File: config.mk
export PLATFORM = sky130hd
export DESIGN_NAME = mem_arbiter
export DESIGN_NICKNAME = d
export VERILOG_FILES = /design/src/rtl/mem_arbiter.sv
export SDC_FILE = /design/constraint.sdc
export NUM_CORES = 1
export LEC_CHECK = 0
export BUFFER_PORTS_ARGS = -buffer_cell sky130_fd_sc_hd__buf_2
export CAP_MARGIN = 30
export CORE_ASPECT_RATIO = 0.8
export CORE_MARGIN = 1
export CORE_UTILIZATION = 27
export CTS_BUF_LIST = sky130_fd_sc_hd__clkbuf_16
export CTS_CLUSTER_SIZE = 12
export DETAILED_ROUTE_END_ITERATION = 10
export PLACE_DENSITY = 0.55
export SETUP_SLACK_MARGIN = 0.2
export SLEW_MARGIN = 40
export SYNTH_ARGS = -nofsm -noshare
export SYNTH_HDL_FRONTEND = slang
export SYNTH_SLANG_ARGS = --single-unit
File: constraint.sdc
create_clock -name clk -period 3 [get_ports clk]
set_input_delay 0.75 -clock clk [delete_from_list [all_inputs] [get_ports clk]]
set_output_delay 0.75 -clock clk [all_outputs]
set_load 0.03 [all_outputs]
File: src/rtl/mem_arbiter.sv
// Two-port (CPU/DMA) arbiter in front of a single-port memory with a registered read.
// Define MEM_ARB_RR_EN for round-robin arbitration; otherwise port 0 has fixed priority.
module mem_arbiter #(
    parameter int ADDR_WIDTH = 6,
    parameter int DATA_WIDTH = 16
) (
    input  logic                  clk,
    input  logic                  rst_n,
    input  logic                  req0,
    input  logic                  req1,
    input  logic                  we0,
    input  logic                  we1,
    input  logic [ADDR_WIDTH-1:0] addr0,
    input  logic [ADDR_WIDTH-1:0] addr1,
    input  logic [DATA_WIDTH-1:0] wdata0,
    input  logic [DATA_WIDTH-1:0] wdata1,
    output logic                  gnt0,
    output logic                  gnt1,
    output logic [DATA_WIDTH-1:0] rdata0,
    output logic [DATA_WIDTH-1:0] rdata1,
    output logic                  rvalid0,
    output logic                  rvalid1,
    output logic                  mem_we,
    output logic [ADDR_WIDTH-1:0] mem_addr,
    output logic [DATA_WIDTH-1:0] mem_data,
    input  logic [DATA_WIDTH-1:0] mem_out,
    output logic                  busy
);

    typedef enum logic [1:0] {
        StIdle   = 2'd0,
        StAccess = 2'd1,
        StResp   = 2'd2
    } state_t;

    state_t state;
    logic   cur_port;
    logic   cur_we;
    logic   any_req;
    logic   pick1;

`ifdef MEM_ARB_RR_EN
    // 1 = port 1 was granted most recently
    logic last_port;

    always_comb begin
        pick1 = req1 & (~req0 | ~last_port);
    end
`else
    always_comb begin
        pick1 = req1 & ~req0;
    end
`endif

    assign any_req = req0 | req1;
    assign busy    = (state != StIdle);

    always_ff @(posedge clk or negedge rst_n) begin
        if (!rst_n) begin
            state    <= StIdle;
            cur_port <= 1'b0;
            cur_we   <= 1'b0;
            gnt0     <= 1'b0;
            gnt1     <= 1'b0;
            rvalid0  <= 1'b0;
            rvalid1  <= 1'b0;
            mem_we   <= 1'b0;
            mem_addr <= '0;
            mem_data <= '0;
            rdata0   <= '0;
            rdata1   <= '0;
`ifdef MEM_ARB_RR_EN
            last_port <= 1'b1;
`endif
        end else begin
            gnt0    <= 1'b0;
            gnt1    <= 1'b0;
            rvalid0 <= 1'b0;
            rvalid1 <= 1'b0;
            mem_we  <= 1'b0;
            case (state)
                StAccess: begin
                    state <= StResp;
                end
                StIdle, StResp: begin
                    // Completion of the previous transaction; mem_out is valid in RESP
                    if (state == StResp) begin
                        if (cur_port) begin
                            rvalid1 <= 1'b1;
                            if (!cur_we) rdata1 <= mem_out;
                        end else begin
                            rvalid0 <= 1'b1;
                            if (!cur_we) rdata0 <= mem_out;
                        end
                    end
                    if (any_req) begin
                        state    <= StAccess;
                        cur_port <= pick1;
                        cur_we   <= pick1 ? we1 : we0;
                        mem_we   <= pick1 ? we1 : we0;
                        mem_addr <= pick1 ? addr1 : addr0;
                        mem_data <= pick1 ? wdata1 : wdata0;
                        gnt0     <= ~pick1;
                        gnt1     <= pick1;
`ifdef MEM_ARB_RR_EN
                        last_port <= pick1;
`endif
                    end else begin
                        state <= StIdle;
                    end
                end
                default: begin
                    state <= StIdle;
                end
            endcase
        end
    end

endmodule

==> results.yml <==
status:
  outcome: "complete, no violations"
sta:
  fmax_mhz: 431
  fin_setup_tns_ns: 0
  finClkSkew_ns: 0.00204
  rsz0062_at_grt: "no"
  worstMarginPinSlew_ns: 0.753
  max-slew-margin-rel_pct: 49.8
  period_share_pct: 77.4
  setup_slack_ns: 0.679
  final_hold_viol_count: 0
  setup_viol_count_final: 0
  maxSlewViolCount: 0
  min_period_ns: 2.32
clock_network:
  post_cts_buffers: 0
  clkLatencyLatePin_ns: 0.32
  clk_pin_slew_ns: 0.05
  cts_tree: "done"
  h-tree-depth: 3
  cts_sinks: 63
  cts-resized-gates: 0
  cts-buffers-inserted: 9
  cts_hold_buffers: 0
  max-clock-path-buffers: 2
  root_buffer: "clkbuf_16"
drt:
  viasPerCell: 4.39
  routed_wl_um: 6320
  postRouteAntennaNets: 0
  vias: 2047
  drc: 0
  drt_iter0_drc: 159
  drtPass1Iterations: 6
  wl_per_cell_um: 13.6
critical_path:
  worstPathArrival_ns: 1.57
  worstSetupPathType: "reg2out"
  crit_path_max_fanout: 20
  critPathMaxStageDelay_ns: 0.66
  cp.required_ns: 2.25
  endpoint_kind: "primary output"
  cp-start-kind: "register"
  slowest_stage: "dfrtp_1"
  crit_chain: "or2_2, buf_2"
yosys:
  syn_area_per_cell_sq_um: 12.0
  synthesis.instances: 219
  yosys_warnings: 0
  synth_cell_types: 18
  ys_seq_area_share_pct: 59.9
  synth.cell_area_sq_um: 2630
  ys_ff_latch: 63
  syn_nets: 285
power:
  p_per_area_nw_per_um2: 967
  total_power_uw: 3550
  p_leak_uw: 0.00197
  ir_drop_mv: 0.458
die:
  die_area_sq_um: 10100
  rows: 31
  placeableCoreArea_sq_um: 9270
  dieHeight_um: 90.3
  start_util_pct: 28.4
  pin_count: 126
  die_w_um: 112
cells_and_area:
  num_antenna_cells: 0
  drive_gt1_share_pct: 51.6
  final_nets: 412
  area_growth_pct: 39.4
placement:
  place.gp.congestion: 0.701
  port_buffers: 125
  dp_hpwl_um: 4410
  dp_slack_ns: 1.01
global_route:
  grt_pass1_vias: 2140
  grt_max_degree: 38
  grt-ovfl-total: 0
  grtUsageTotal_pct: 13.3
  grt_first_pass_wirelength_um: 10500
  antenna_found_initial: 0
worst_hold_path:
  min_path_type: "in2async"
run:
  cap_violations: 0
registers in the layout (all words and copies together), names as in the netlist:
| name | cells |
|---|---|
| cur_we | 1 |
| rvalid0 | 1 |
| cur_port | 1 |
| rdata0 | 16 |
| rdata1 | 16 |
| gnt0 | 1 |
| rvalid1 | 1 |
| mem_addr | 6 |
| mem_data | 16 |
| mem_we | 1 |
| state | 2 |
| gnt1 | 1 |
cells in the mapped netlist, drive strengths merged:
cell type  instances  area [sq um]
a21oi              2          10.0
nor3b              2          15.0
buf                4          38.8
mux2              32           360
o21bai             1          7.51
or2                1          6.26
nor2b              4          25.0
and4bb             1          12.5
dfrtp             63          1580
nor4b              1          23.8
clkbuf            11          41.3
nand3b             1          7.51
nor2              23          86.3
inv               48           180
nand2              1          3.75
a222oi            23           230
nand2b             1          6.26
per-stage QoR:
step | cell area (sq um) | hold WS, ns | utilization [%] | instances
global route | 3670 | 0.492 | 39.6 | 466
finish | 3670 | 0.448 | 39.6 | 466
floorplan | 2630 | 0.454 | - | 219
global placement | 3390 | 0.483 | 36.5 | 450
CTS | 3670 | 0.459 | 39.6 | 466
detailed placement | 3390 | 0.490 | 36.5 | 450
per-layer routing:
layer | vias up | global-route usage (%) | wire [um] | share of wire, %
met5 | - | 0 | 0 | 0
met4 | 0 | 5.00 | 89 | 1.4
met3 | 9 | 4.97 | 479 | 7.6
met2 | 90 | 19.8 | 2730 | 43
met1 | 955 | 17.5 | 3020 | 48
li1 | 993 | - | - | -
cells by family after synthesis:
family	synth area share, %
flops	59.9
compound gates	9.42
mux	13.7
simple gates	7.08
buf+inv	9.89
worst paths after layout:
kind | endpoint | cells past startpoint | slack [ns] | start
setup / recovery | busy | 2 | 0.68 | state[0]$_DFF_PN0_
hold / removal | rdata0[13]$_DFFE_PN0P_ | 1 | 0.45 | rst_n
setup reg to reg | mem_data[4]$_DFFE_PN0P_ | 4 | 1.07 | state[0]$_DFF_PN0_
hold reg to reg | rdata0[5]$_DFFE_PN0P_ | 1 | 0.50 | rdata0[5]$_DFFE_PN0P_
max in group asynchronous | mem_data[15]$_DFFE_PN0P_ | 2 | 1.93 | rst_n
min in group clk | rdata0[5]$_DFFE_PN0P_ | 1 | 0.50 | rdata0[5]$_DFFE_PN0P_
report_power, final:
part           internal [uW]  switching, uW  leakage, uW
Clock                    627            350     0.000143
Combinational            450            837      0.00108
Sequential              1130            149     0.000745
Total                   2210           1340      0.00197
layout by cell type, fill, tap and decap left out:
cell type and instances:
a21oi_1 2, a222oi_1 23, and4bb_2 1, buf_12 1, buf_2 125, buf_4 5, bufinv_16 1, clkbuf_16 9
clkinv_1 3, clkinv_2 2, dfrtp_1 63, inv_1 49, mux2_2 32, nand2_1 1, nand2b_1 1, nand3b_1 1
nor2_1 23, nor2b_1 2, nor2b_2 2, nor3b_1 2, nor4b_4 1, o21bai_2 1, or2_2 1
critical path, delay by kind of cell (launching register included):
kind          cells  cell delay [ns]
simple gates      1             0.42
flops             1             0.66
buf+inv           1             0.18
layout make-up:
| cell class | instances | area, sq um |
|---|---|---|
| fillers | 958 | 5600 |
| flip-flops and latches | 63 | 1580 |
| multi-input cells | 93 | 803 |
| repair buffers | 131 | 683 |
| clock buffers | 9 | 225 |
| inverters | 48 | 180 |
| well taps | 115 | 144 |
| clock inverters | 7 | 55.1 |
(Power assumes the default switching activity.)
